`src/rtl/systolic_pkg.sv`:
```
// ============================================================================
// Module  : systolic_pkg
// Purpose : Shared definitions for the systolic MAC processing element:
//           PE state encoding and default operand/accumulator/count widths.
// Ports   : none (package)
// Revision: 1.0 - initial release
// ============================================================================
`default_nettype none

package systolic_pkg;

  localparam int c_DATA_W_DEF = 8;
  localparam int c_ACC_W_DEF  = 32;
  localparam int c_CNT_W_DEF  = 8;

  typedef enum logic [1:0] {
    ST_IDLE  = 2'd0,
    ST_ACCUM = 2'd1,
    ST_HOLD  = 2'd2
  } state_t;

endpackage

`default_nettype wire

```
`src/rtl/systolic_mac_unit.sv`:
```
// ============================================================================
// Module  : systolic_mac_unit
// Purpose : Purely combinational multiply / extend / accumulate datapath.
//           The product is sign- or zero-extended to ACC_W according to
//           signed_mode_i. The sum either wraps modulo 2^ACC_W or, when the
//           macro SYSTOLIC_SAT_EN is defined, clamps to the ACC_W max/min.
// Ports   : a_i, b_i        - DATA_W operands
//           signed_mode_i   - 1 = two's complement, 0 = unsigned
//           acc_i           - current accumulator value
//           product_o       - extended product a_i*b_i
//           sum_o           - acc_i + product_o (wrapping or saturating)
// Revision: 1.0 - initial release
// ============================================================================
`default_nettype none

module systolic_mac_unit #(
  parameter int DATA_W = 8,
  parameter int ACC_W  = 32
) (
  input  logic [DATA_W-1:0] a_i,
  input  logic [DATA_W-1:0] b_i,
  input  logic              signed_mode_i,
  input  logic [ACC_W-1:0]  acc_i,
  output logic [ACC_W-1:0]  product_o,
  output logic [ACC_W-1:0]  sum_o
);

  localparam int PROD_W = 2 * DATA_W;

  logic [PROD_W-1:0] a_ext;
  logic [PROD_W-1:0] b_ext;
  logic [PROD_W-1:0] prod;

  // Extending both operands to the full product width and keeping only the
  // low PROD_W bits gives the exact result for signed and unsigned alike.
  always_comb begin
    a_ext = {{DATA_W{signed_mode_i & a_i[DATA_W-1]}}, a_i};
    b_ext = {{DATA_W{signed_mode_i & b_i[DATA_W-1]}}, b_i};
    prod  = a_ext * b_ext;
  end

  generate
    if (ACC_W > PROD_W) begin : g_ext_wide
      assign product_o = {{(ACC_W-PROD_W){signed_mode_i & prod[PROD_W-1]}}, prod};
    end else begin : g_ext_exact
      assign product_o = prod;
    end
  endgenerate

`ifdef SYSTOLIC_SAT_EN
  logic [ACC_W:0] sum_x;

  always_comb begin
    sum_x = {1'b0, acc_i} + {1'b0, product_o};
    sum_o = sum_x[ACC_W-1:0];
    if (signed_mode_i) begin
      // Signed overflow: both addends share a sign that the result lacks.
      if ((acc_i[ACC_W-1] == product_o[ACC_W-1]) &&
          (sum_x[ACC_W-1] != acc_i[ACC_W-1])) begin
        sum_o = acc_i[ACC_W-1] ? {1'b1, {(ACC_W-1){1'b0}}}
                               : {1'b0, {(ACC_W-1){1'b1}}};
      end
    end else if (sum_x[ACC_W]) begin
      sum_o = '1;
    end
  end
`else
  assign sum_o = acc_i + product_o;
`endif

endmodule

`default_nettype wire

```
`src/rtl/systolic_mac_pe.sv`:
```
// ============================================================================
// Module  : systolic_mac_pe
// Purpose : One processing element of a systolic array. Forwards operands
//           to its neighbours with one cycle of latency, accumulates a
//           k_len-long dot product, and loads the result into a shiftable
//           drain chain. Optional saturation: define SYSTOLIC_SAT_EN.
// Ports   : clk, reset (sync, active low)
//           a_in/b_in/a_valid_in/b_valid_in  - operands and qualifiers
//           a_out/b_out/a_valid_out/b_valid_out - registered forwards
//           signed_mode                      - operand/accumulator signedness
//           start_in, k_len                  - begin dot product, length
//           drain_in/drain_valid_in/shift_en - upstream drain chain
//           drain_out/drain_valid_out        - downstream drain chain
//           busy (in ACCUM), done (one-cycle completion pulse)
// Revision: 1.0 - initial release
// ============================================================================
`default_nettype none

module systolic_mac_pe
  import systolic_pkg::*;
#(
  parameter int DATA_W = c_DATA_W_DEF,
  parameter int ACC_W  = c_ACC_W_DEF,
  parameter int CNT_W  = c_CNT_W_DEF
) (
  input  logic              clk,
  input  logic              reset,
  input  logic [DATA_W-1:0] a_in,
  input  logic [DATA_W-1:0] b_in,
  input  logic              a_valid_in,
  input  logic              b_valid_in,
  output logic [DATA_W-1:0] a_out,
  output logic [DATA_W-1:0] b_out,
  output logic              a_valid_out,
  output logic              b_valid_out,
  input  logic              signed_mode,
  input  logic              start_in,
  input  logic [CNT_W-1:0]  k_len,
  input  logic [ACC_W-1:0]  drain_in,
  input  logic              drain_valid_in,
  input  logic              shift_en,
  output logic [ACC_W-1:0]  drain_out,
  output logic              drain_valid_out,
  output logic              busy,
  output logic              done
);

  state_t             state_q, state_d;
  logic [ACC_W-1:0]   acc_q, acc_d;
  logic [CNT_W-1:0]   count_q, count_d;
  logic [CNT_W-1:0]   k_len_q, k_len_d;
  logic [ACC_W-1:0]   drain_q, drain_d;
  logic               drain_valid_q, drain_valid_d;
  logic               done_q, done_d;
  logic [DATA_W-1:0]  a_q, b_q;
  logic               a_valid_q, b_valid_q;

  logic               fire;
  logic               complete;
  logic [ACC_W-1:0]   product;
  logic [ACC_W-1:0]   sum;

  systolic_mac_unit #(
    .DATA_W (DATA_W),
    .ACC_W  (ACC_W)
  ) u_mac (
    .a_i           (a_in),
    .b_i           (b_in),
    .signed_mode_i (signed_mode),
    .acc_i         (acc_q),
    .product_o     (product),
    .sum_o         (sum)
  );

  assign fire = a_valid_in & b_valid_in;

  // Completion is decided on the registered count, so a fire arriving while
  // count already equals k_len_q is ignored and the counter never wraps.
  // A start_in in ACCUM restarts rather than completes.
  assign complete = (state_q == ST_ACCUM) && !start_in && (count_q == k_len_q);

  // ---------------- FSM: state register ----------------
  always_ff @(posedge clk) begin
    if (!reset) begin
      state_q <= ST_IDLE;
    end else begin
      state_q <= state_d;
    end
  end

  // ---------------- FSM: next state ----------------
  always_comb begin
    state_d = state_q;
    if (start_in) begin
      state_d = ST_ACCUM;
    end else if (complete) begin
      state_d = ST_HOLD;
    end
  end

  // ---------------- FSM: outputs ----------------
  always_comb begin
    busy = (state_q == ST_ACCUM);
  end

  // ---------------- Datapath next state ----------------
  always_comb begin
    acc_d         = acc_q;
    count_d       = count_q;
    k_len_d       = k_len_q;
    drain_d       = drain_q;
    drain_valid_d = drain_valid_q;
    done_d        = 1'b0;

    if (start_in) begin
      k_len_d = k_len;
      // A zero-length product discards any coincident operand pair.
      if (fire && (k_len != '0)) begin
        acc_d   = product;
        count_d = CNT_W'(1);
      end else begin
        acc_d   = '0;
        count_d = '0;
      end
    end else if ((state_q == ST_ACCUM) && !complete && fire) begin
      acc_d   = sum;
      count_d = count_q + CNT_W'(1);
    end

    // Loading the local result wins over shifting on the completion cycle.
    if (complete) begin
      drain_d       = acc_q;
      drain_valid_d = 1'b1;
      done_d        = 1'b1;
    end else if (shift_en) begin
      drain_d       = drain_in;
      drain_valid_d = drain_valid_in;
    end
  end

  // ---------------- Datapath registers ----------------
  always_ff @(posedge clk) begin
    if (!reset) begin
      acc_q         <= '0;
      count_q       <= '0;
      k_len_q       <= '0;
      drain_q       <= '0;
      drain_valid_q <= 1'b0;
      done_q        <= 1'b0;
      a_q           <= '0;
      b_q           <= '0;
      a_valid_q     <= 1'b0;
      b_valid_q     <= 1'b0;
    end else begin
      acc_q         <= acc_d;
      count_q       <= count_d;
      k_len_q       <= k_len_d;
      drain_q       <= drain_d;
      drain_valid_q <= drain_valid_d;
      done_q        <= done_d;
      a_q           <= a_in;
      b_q           <= b_in;
      a_valid_q     <= a_valid_in;
      b_valid_q     <= b_valid_in;
    end
  end

  assign a_out           = a_q;
  assign b_out           = b_q;
  assign a_valid_out     = a_valid_q;
  assign b_valid_out     = b_valid_q;
  assign drain_out       = drain_q;
  assign drain_valid_out = drain_valid_q;
  assign done            = done_q;

endmodule

`default_nettype wire

```
`config.mk`:
```
export PLATFORM = sky130hd
export DESIGN_NAME = systolic_mac_pe
export DESIGN_NICKNAME = d
export VERILOG_FILES = /design/src/rtl/systolic_pkg.sv /design/src/rtl/systolic_mac_unit.sv /design/src/rtl/systolic_mac_pe.sv
export SDC_FILE = /design/constraint.sdc
export NUM_CORES = 1
export LEC_CHECK = 0
export ABC_AREA = 1
export CAP_MARGIN = 20
export CORE_UTILIZATION = 55
export DETAILED_ROUTE_END_ITERATION = 7
export HOLD_SLACK_MARGIN = 0.1
export PLACE_DENSITY = 0.86
export SLEW_MARGIN = 20
export SYNTH_ARGS = -nofsm -noshare
export SYNTH_HDL_FRONTEND = slang
export SYNTH_SLANG_ARGS = --single-unit
```
`constraint.sdc`:
```
create_clock -name clk -period 11.5 [get_ports clk]
set_clock_uncertainty 0.2 [all_clocks]
set_input_delay 1.725 -clock clk [delete_from_list [all_inputs] [get_ports clk]]
set_output_delay 1.725 -clock clk [all_outputs]
set_load 0.03 [all_outputs]
```
Word-level counts from Yosys, hierarchy flattened
Index checks and enable logic that the tools add are counted.
{"block": "classes", "reduce_logical": 12, "n_mul": 1, "n_addsub": 2, "n_eq_ne": 2, "bitwise": 5, "n_mux": 13}
{"op": "32-bit two-way mux", "count": 5}
{"op": "32-bit adder", "count": 1}
{"op": "9-bit by 9-bit multiplier with 16-bit output", "count": 1}
{"op": "8-bit two-way mux", "count": 2}
{"op": "8-bit by 1-bit adder with 8-bit output (second input constant)", "count": 1}
{"op": "8-bit == test", "count": 1}
{"op": "8-bit nonzero test", "count": 1}
{"op": "1-bit two-way mux", "count": 6}
{"op": "2-bit nonzero test", "count": 3}
{"op": "1-bit logical AND", "count": 5}
{"op": "1-bit bitwise AND", "count": 4}
{"op": "2-bit by 1-bit == test with 1-bit output (second input constant)", "count": 1}
{"op": "1-bit logical NOT", "count": 2}
{"op": "2-bit OR reduction", "count": 1}
{"op": "1-bit NOT", "count": 1}
{"block": "totals", "word_cells": 47, "output_inout_bits": 53, "regBits": 102}

Depth between registers and ports, before layout
Gate-level depths: netlist of run 1.
{"block": "depth", "ltp_word": 8, "depth_mapped": 37, "ltp_nobuf": 34}

Modules after synthesis
From an unflattened synthesis of run 1, not the netlist that was laid out.
{"block": "unflattened", "hier_cells": 1494, "hier_area_um2": 10077.2}
{"module": "systolic_mac_unit", "cells_per_inst": 777, "instances": 1, "area_per_inst_um2": 5053.6, "seq_area_each_um2": 0.0}
{"module": "systolic_mac_pe", "cells_per_inst": 717, "instances": 1, "area_per_inst_um2": 5023.6, "seq_area_each_um2": 2042.0}

Worst setup path before layout of run 1
OpenSTA, ideal clock, no wires.
{"block": "synth_path", "path_kind": "input to register", "startpoint": "in signed_mode", "endpoint": "reg acc_q[20]", "path_stages": 31, "path_slack_ps": 3159, "arrival_ps": 8006, "cell_sequence": "buf_2 > clkbuf_1 > inv_1 > nor2_1 > inv_1 > fa_1 > inv_1 > fa_1 > fa_1 > fa_1 > inv_1 > fa_1 > inv_1 > ha_1 > a21oi_1 > o21ai_1 > a21oi_1 > nor2_1 > o21ai_0 > nand2_1 > xnor2_1 > inv_1 > ha_1 > a21oi_1 > o21ai_0 > o21bai_1 > a21oi_1 > o21ai_2 > or2_2 > nand3_1 > a21oi_1"}
{"block": "synth_between", "elab_chain_cells": 6}
{"element": "from (decl)", "line_no": "systolic_mac_pe.sv:36", "source": "input logic signed_mode,"}
{"element": "1-bit bitwise AND (on tied branches)", "line_no": "systolic_mac_unit.sv:37, systolic_mac_unit.sv:38"}
{"element": "9-bit by 9-bit multiplier with 16-bit output", "line_no": "systolic_mac_unit.sv:39", "source": "prod = a_ext * b_ext;"}
{"element": "1-bit bitwise AND", "line_no": "systolic_mac_unit.sv:44", "source": "assign product_o = {{(ACC_W-PROD_W){signed_mode_i & prod[PROD_W-1]}}, prod};"}
{"element": "32-bit adder", "line_no": "systolic_mac_unit.sv:68", "source": "assign sum_o = acc_i + product_o;"}
{"element": "32-bit two-way mux", "line_no": "systolic_mac_pe.sv:125", "source": "end else if ((state_q == ST_ACCUM) && !complete && fire) begin"}
{"element": "32-bit two-way mux (*)", "line_no": "systolic_mac_pe.sv:115", "source": "if (start_in) begin"}
{"element": "to (signal assigned)", "line_no": "systolic_mac_pe.sv:144", "source": "acc_q <= '0;"}
{"element": "to (signal assigned)", "line_no": "systolic_mac_pe.sv:155", "source": "acc_q <= acc_d;"}
{"element": "to (decl)", "line_no": "systolic_mac_pe.sv:49", "source": "logic [ACC_W-1:0] acc_q, acc_d;"}
Every way passes the cells marked *; elsewhere a longest branch is shown, timed or not. The select of a mux whose other input is x is not followed.
A chain may end at the register's enable or synchronous reset.

Worst setup path after layout of run 1
Ends and elaborated chain as after synthesis.

==> flow_summary.yaml, run 1 <==
worst_setup_path:
  slowest_stage: "clkdlybuf4s50_1"
  cp.required_ns: 11.51
  criticalPathCategory: "in2reg"
  critPathArrivalTime_ns: 9.51
  cp-end-kind: "flip-flop"
  reg2regPathDepth: 12
  path_max_fanout: 24
  critPathMaxStageDelay_ns: 1.20
  worstSetupStartpointType: "input port"
layout:
  diodes: 0
  layout-drive-gt1-share: 0.0489
  finalNetCount: 1462
  synthToLayoutAreaGrowth_pct: 18.1
  final_util: 0.670
power_and_ir_drop:
  irDropWorstVdd_uv: 165
  p_leak_uw: 0.00509
  powerDensity_nw_per_um2: 233
  total_power_uw: 2380
yosys:
  synth_simple_gate_area_frac: 0.218
  synth_fp_nets: 1379
  syn_area_sq_um: 8660
  muxShareOfSynthArea: 0.0381
  synth_edf_count: 0
  synth_cells: 1201
  synth_fa_ha_area_frac: 0.220
  avgSynthCellArea_sq_um: 7.21
  ys_ff_latch: 102
  synth_top_family_by_area: "adder cells"
  synth_compound_area_frac: 0.143
  yosysWarnings: 0
  synth_xor_area_frac: 0.0162
  synth.distinct_cells: 46
  dominantRegCellSynth: "dfxtp_1"
  async_flop_share: 0
  synth-seq-area-share: 0.236
grt:
  grt_pass1_wl_microns: 36000
  grt_util_all_layers: 0.276
  grt_pass1_vias: 7817
  antenna_found_initial: 0
  grt_overflow_total: 0
  grt_max_degree: 61
clocking:
  cts_htree_levels: 3
  clk_latency_ns: 0.36
  cts_tree: "yes"
  numCtsBuffers: 9
  holdBufCountCts: 0
  cts-root-buf: "clkbuf_16"
  clockBufferDepth: 2
  post_cts_buffers: 0
  cts_resized: 0
  clkSinkCount: 102
  clk_pin_slew_ns: 0.07
sta:
  rsz0062_at_grt: "false"
  tightest_slew_ns: 1.11
  fin_crit_ns: 9.50
  fmax_mhz: 105
  hold_viol_final: 0
  setup_slack_ns: 2.00
  setup_tns_ns: 0
  fin_crit_sh: 0.826
  setup_violations: 0
  drv_slew: 0
  slew_headroom: 0.260
die:
  die_x_microns: 127
  die_area_sq_um: 16200
  ios: 117
  fp.dieH_microns: 127
  start_util: 0.568
  row_count: 45
  core_area_sq_um: 15300
run_status:
  status: "finished clean"
drt:
  drt_pre_antenna_iters: 5
  wl_microns: 21500
  antenna_left: 0
  drt_iter0_drc: 682
  drc: 0
  wl_per_cell_microns: 14.3
  vias: 8188
  vias_per_cell: 5.46
worst_hold_path:
  min_path_type: "reg2reg"
  worstHoldPathCells: 2
job:
  cap_viol_max_count: 0
place:
  numPortBuffers: 116
  post-place-ws_ns: 1.72
  hpwl_microns: 15900
  place_congestion: 0.943
[flip-flops by register name, summed over array words and instances, names as in the netlist]
signal / count
drain_out: 32
k_len_q: 8
drain_valid_out: 1
state_q: 2
count_q: 8
a_valid_out: 1
b_out: 8
done: 1
acc_q: 32
b_valid_out: 1
a_out: 8
[cell usage in the layout, fill, tap and decap left out, types with 2 or more instances in the layout]
cell / n
a211oi_1: 2
a21oi_1: 81
a221oi_1: 3
a31oi_1: 3
buf_2: 2
buf_4: 4
bufinv_16: 2
clkbuf_16: 9
clkdlybuf4s50_1: 114
clkinv_1: 2
clkinvlp_4: 2
dfxtp_1: 102
fa_1: 64
ha_1: 50
inv_1: 234
inv_2: 4
mux2i_1: 33
nand2_1: 243
nand2_2: 14
nand2_4: 3
nand3_1: 47
nand3_4: 2
nand4_1: 24
nor2_1: 63
nor2_2: 5
nor2_4: 3
nor3_1: 11
nor4_1: 2
o2111ai_1: 4
o211ai_1: 2
o21ai_0: 83
o21ai_1: 9
o21bai_1: 2
o22ai_1: 17
o41ai_1: 10
or2_2: 5
xnor2_1: 8
xor2_1: 8
[kinds of logic after synthesis]
family	Yosys count
xor gates and xnor gates	16
AOI/OAI and AO/OA	222
and+or+nand+nor	426
adders and majority gates	114
muxes	33
DFF	102
buffers and inverters	288
[where the power goes]
group	leakage, uW	switching [uW]	internal, uW	total [uW]
sequential	0.000843	38.4	395	433
clock	0.000151	147	193	340
combinational	0.00410	1020	583	1610
total	0.00509	1210	1170	2380
[critical path, delay by kind of cell]
family,cells,cell delay [ns]
and+or+nand+nor,6,1.21
adders and majority gates,7,3.29
buffers and inverters,5,1.43
xor gates and xnor gates,1,0.13
AOI/OAI and AO/OA,10,1.71
[through the flow]
stage                     instances  instance area (sq um)  hold slack [ns]
after floorplan                1201                   8660            0.230
after global placement         1484                   9900            0.238
after detailed placement       1484                   9900            0.245
after CTS                      1500                  10200            0.255
after global routing           1500                  10200            0.278
final                          1500                  10200            0.254
[cell usage after synthesis (2+ instances only)]
cell type	n	area [sq um]
a211oi_1	2	15.0
a21oi_1	81	405
a221oi_1	3	26.3
a31oi_1	4	25.0
buf_1	2	7.51
buf_2	6	30.0
buf_4	4	30.0
clkbuf_1	35	131
clkinv_1	2	7.51
dfxtp_1	102	2040
fa_1	64	1280
ha_1	50	626
inv_1	234	878
inv_2	4	15.0
mux2i_1	33	330
nand2_1	244	916
nand2_2	13	81.3
nand2_4	3	33.8
nand3_1	47	235
nand3_4	2	35.0
nand4_1	24	150
nor2_1	63	236
nor2_2	5	31.3
nor2_4	3	33.8
nor3_1	11	55.1
nor4_1	2	12.5
o2111ai_1	4	35.0
o211ai_1	2	15.0
o21ai_0	83	415
o21ai_1	9	45.0
o21bai_1	2	15.0
o22ai_1	17	106
o41ai_1	10	87.6
or2_2	5	31.3
xnor2_1	8	70.1
xor2_1	8	70.1
[cell type report]
class                      instances  area, sq um
clock buffer                      10          229
inverter                         240          901
tap                              211          264
multi-input combinational        811         5520
sequential                       102         2040
clock inverter                     6         95.1
fill                            1261         5030
timing repair buffer             120         1180
[layer usage]
layer | vias to the layer above | share of wire | GRT usage
met4 | 0 | 0.022 | 0.110
met2 | 342 | 0.46 | 0.459
met1 | 3784 | 0.43 | 0.356
met3 | 44 | 0.081 | 0.0486
li1 | 4018 | - | -
met5 | - | 0 | 0
[worst paths after layout]
| path | from | to | slack (ns) |
|---|---|---|---|
| min reg2reg | state_q[1] | state_q[1] | 0.25 |
| max | signed_mode | acc_q[20] | 2.00 |
| max reg2reg | count_q[2] | acc_q[11] | 8.21 |
| min | state_q[1] | state_q[1] | 0.25 |
Note: power is estimated with default switching activity, not from simulation.
==> run 2, diff against run 1 <==
- CORE_UTILIZATION: 55 -> 51
- PLACE_DENSITY: 0.86 -> 0.84
- clock period: 11.5 -> 8.5 ns (I/O delays scaled with it)
==> flow_summary.yaml, run 2 (same netlist as run 1, synthesis figures left out) <==
clocking:
  clk_pin_slew_ns: 0.07
  cts-root-buf: "clkbuf_16"
  clk_latency_ns: 0.36
  numCtsBuffers: 9
  cts_htree_levels: 3
  clkSinkCount: 102
  cts_tree: "yes"
  clockBufferDepth: 2
  holdBufCountCts: 0
grt:
  grt_max_degree: 61
  antenna_found_initial: 0
  grt_pass1_vias: 8085
  grt_overflow_total: 0
  grt_util_all_layers: 0.269
  grt_pass1_wl_microns: 38100
worst_setup_path:
  cp.required_ns: 8.55
  slowest_stage: "clkdlybuf4s50_1"
  worstSetupStartpointType: "input port"
  rr_startpoint: "count_q[0]"
  r2r-end: "drain_out[26]"
  critPathMaxStageDelay_ns: 0.60
  cp-end-kind: "flip-flop"
  critPathArrivalTime_ns: 8.07
  reg2reg_slack_ns: 5.25
  reg2regPathDepth: 8
  criticalPathCategory: "in2reg"
  path_max_fanout: 7
sta:
  fin_crit_sh: 0.943
  slew_headroom: 0.299
  setup_tns_ns: 0
  fmax_mhz: 125
  setup_violations: 0
  drv_slew: 0
  rsz0062_at_grt: "false"
  hold_viol_final: 0
  fin_crit_ns: 8.01
  tightest_slew_ns: 1.05
die:
  die_x_microns: 132
  ios: 117
  fp.dieH_microns: 132
  die_area_sq_um: 17500
  row_count: 47
  core_area_sq_um: 16600
  start_util: 0.522
power_and_ir_drop:
  clock_power_share: 0.125
  net-switching-power_uw: 1670
  powerDensity_nw_per_um2: 311
  p_leak_uw: 0.00515
  combPwrFrac: 0.692
  power_frac_seq: 0.184
  p_sw_frac: 0.521
  p_int_uw: 1540
  irDropWorstVdd_uv: 289
  total_power_uw: 3210
layout:
  diodes: 0
  layout-drive-gt1-share: 0.0604
  final_util: 0.622
  finalNetCount: 1480
  final.fill_count: 1482
  final_cell_mix: "244 x nand2_1, 234 x inv_1, 114 x clkdlybuf4s50_1"
  synthToLayoutAreaGrowth_pct: 19.1
  layout_commonest_cell: "nand2_1"
place:
  hpwl_microns: 16900
  place_congestion: 0.930
  numPortBuffers: 116
drt:
  vias: 8230
  wl_microns: 22500
  drt_iter0_drc: 785
  wl_per_cell_microns: 14.7
  drc: 0
  vias_per_cell: 5.39
  drt_pre_antenna_iters: 5
  antenna_left: 0
worst_hold_path:
  worstHoldPathCells: 2
  min-delay-start: "state_q[1]"
  min_path_type: "reg2reg"
  min_delay_worst_endpoint: "state_q[1]"
run_status:
  status: "finished clean"
job:
  cap_viol_max_count: 0
-- run 2: cell count changes in the layout (fill, tap and decap cells not counted), sizes merged --
cell	change
clkbuf	+1
clkinv	+1
buf	+18
bufinv	-2
-- run 2: per-stage QoR --
step	hold WS, ns	cell area [sq um]	setup WS (ns)	std cells
floorplan	0.230	8660	0.609	1201
global placement	0.250	10000	0.371	1511
detailed placement	0.246	10000	0.141	1511
CTS	0.257	10300	0.475	1527
global route	0.305	10300	0.00842	1527
finish	0.257	10300	0.488	1527
-- run 2: critical path, delay by kind of cell --
| kind | cells | cell delay (ns) |
|---|---|---|
| simple gates | 6 | 0.82 |
| buf+inv | 6 | 0.94 |
| xor+xnor | 1 | 0.13 |
| compound gates | 10 | 1.64 |
| fa+ha+maj | 7 | 3.26 |
-- run 2: how the worst max path moves through the flow --
stage	start	end	slack [ns]	cells after the start
4_1_cts	b_in[0]	acc_q[20]	0.48	30
3_3_place_gp	signed_mode	acc_q[20]	0.37	29
2_1_floorplan	signed_mode	acc_q[20]	0.61	31
5_1_grt	b_in[0]	acc_q[24]	0.008	32
3_5_place_dp	b_in[0]	acc_q[20]	0.14	30
6_report	b_in[0]	acc_q[20]	0.49	30
-- run 2: what timing repair did --
action | in CTS | in global routing
gates resized for setup | 0 | 2
setup endpoints to repair | 0 | 4
setup buffers | 0 | 0
-- run 2: area by class of cell --
type | count | area [sq um] | share of cell area
inverter | 240 | 901 | 0.0874
sequential | 102 | 2040 | 0.198
timing repair buffer | 138 | 1320 | 0.128
multi-input combinational | 811 | 5510 | 0.534
tap | 220 | 275 | 0.0267
clock inverter | 5 | 33.8 | 0.00328
clock buffer | 11 | 233 | 0.0226
-- run 2: power by group through the flow --
stage	clock network, uW	registers, uW	logic, uW
floorplan	0	611	1670
global placement	0	596	2080
detailed placement	0	598	2140
CTS	405	587	2180
global route	424	596	2510
finish	400	589	2220
-- run 2: per-layer routing --
layer,global-route usage,wire [microns]
met1,0.342,9550
met2,0.467,10700
met3,0.0388,1760
met4,0.0932,475
met5,0,0
==> run 3, diff against run 2 <==
- CORE_UTILIZATION: 51 -> 40
- HOLD_SLACK_MARGIN: 0.1 -> not set
- PLACE_DENSITY: 0.84 -> 0.7
==> flow_summary.yaml, run 3 (same netlist as run 1, synthesis figures left out) <==
drt:
  wl_microns: 22400
  vias_per_cell: 5.13
  vias: 8148
  wl_per_cell_microns: 14.1
  drc: 0
  drt_iter0_drc: 561
  drt_pre_antenna_iters: 5
  antenna_left: 0
sta:
  setup_violations: 0
  rsz0062_at_grt: "false"
  fmax_mhz: 127
  fin_crit_ns: 7.88
  setup_tns_ns: 0
  slew_headroom: 0.320
  tightest_slew_ns: 1.02
  drv_slew: 0
  hold_viol_final: 0
  fin_crit_sh: 0.928
clocking:
  cts-root-buf: "clkbuf_16"
  cts_htree_levels: 3
  post_cts_buffers: 0
  clockBufferDepth: 2
  clkSinkCount: 102
  numCtsBuffers: 9
  clk_latency_ns: 0.37
  clk_pin_slew_ns: 0.08
  cts_tree: "yes"
worst_hold_path:
  min_path_type: "reg2reg"
power_and_ir_drop:
  p_leak_uw: 0.00521
  irDropWorstVdd_uv: 226
  powerDensity_nw_per_um2: 310
worst_setup_path:
  cp-end-kind: "flip-flop"
  cp.required_ns: 8.54
  slowest_stage: "clkdlybuf4s50_1"
  worstSetupStartpointType: "input port"
  criticalPathCategory: "in2reg"
  path_max_fanout: 7
  critPathMaxStageDelay_ns: 0.58
  critPathArrivalTime_ns: 7.92
layout:
  final_cell_mix: "243 x nand2_1, 234 x inv_1, 113 x clkdlybuf4s50_1"
  synthToLayoutAreaGrowth_pct: 20.8
  finalNonFillerCells: 1588
  diodes: 0
  layout-drive-gt1-share: 0.0678
  layout_commonest_cell: "nand2_1"
  finalNetCount: 1486
die:
  start_util: 0.409
  die_area_sq_um: 22200
  die_x_microns: 149
  fp.dieH_microns: 149
  core_area_sq_um: 21200
  row_count: 53
  ios: 117
place:
  dpl.cell_count: 1572
  numPortBuffers: 116
  hpwl_microns: 17200
  place_congestion: 0.910
grt:
  grt_pass1_vias: 7803
  grt_pass1_wl_microns: 37600
  grt_max_degree: 61
  grt_overflow_total: 0
  grt_util_all_layers: 0.211
  antenna_found_initial: 0
run_status:
  status: "finished clean"
job:
  cap_viol_max_count: 0
==> run 3: changes by cell type in the layout (fill, tap and decap cells not counted), sizes merged <==
cell	previous run	this run
clkbuf	11	9
clkdlybuf4s50	114	113
dlymetal6s2s	0	1
inv	239	241
buf	24	30
==> run 3: worst max-delay path, delay by kind of cell <==
kind / cells / cell delay (ns)
buf+inv: 6 / 0.87
xor+xnor: 1 / 0.13
fa+ha+maj: 7 / 3.21
compound gates: 10 / 1.64
simple gates: 6 / 0.76
==> run 3: area by class of cell <==
class                   count  area (sq um)
repair buffers            144          1360
well taps                 275           344
clock inverters             7          68.8
multi-input cells         811          5520
fillers                  2081         10700
flip-flops and latches    102          2040
inverters                 240           901
clock buffers               9           225
==> run 3: timing repair <==
action                                 4_1_cts  5_1_grt
hold buffers                                 0        0
endpoints found under the hold margin        0        0
gates resized for setup                      0        3
setup endpoints to repair                    0        3
==> run 3: per-stage QoR <==
stage	hold WS, ns	power, uW	setup slack [ns]	instance area [sq um]	util
final	0.262	3240	0.616	10500	0.495
after CTS	0.259	3210	0.447	10400	0.494
after global routing	0.273	3560	0.0998	10500	0.495
after global placement	0.238	2720	0.224	10200	0.480
after floorplan	0.230	2290	0.609	8660	-
after detailed placement	0.248	2760	0.0625	10200	0.480
==> run 3: worst paths after layout <==
kind              startpoint          to  slack, ns  depth (start not counted)
setup reg to reg  count_q[2]   acc_q[11]       5.20                         12
setup / recovery     b_in[0]   acc_q[20]       0.62                         30
hold reg to reg   state_q[1]  state_q[1]       0.26                          2
hold / removal    state_q[1]  state_q[1]       0.26                          2
==> run 3: routing by layer <==
metal / wire length, microns / GRT usage / vias up
met5: 0 / 0 / -
met1: 10500 / 0.286 / 3773
met3: 1520 / 0.0306 / 39
met2: 9950 / 0.340 / 287
met4: 511 / 0.0755 / 0
li1: - / - / 4049
==> run 3: where the power goes <==
group | total, uW | internal (uW) | leakage (uW) | switching (uW)
logic | 2230 | 809 | 0.00423 | 1420
registers | 590 | 534 | 0.000843 | 56.3
clock network | 426 | 207 | 0.000137 | 219
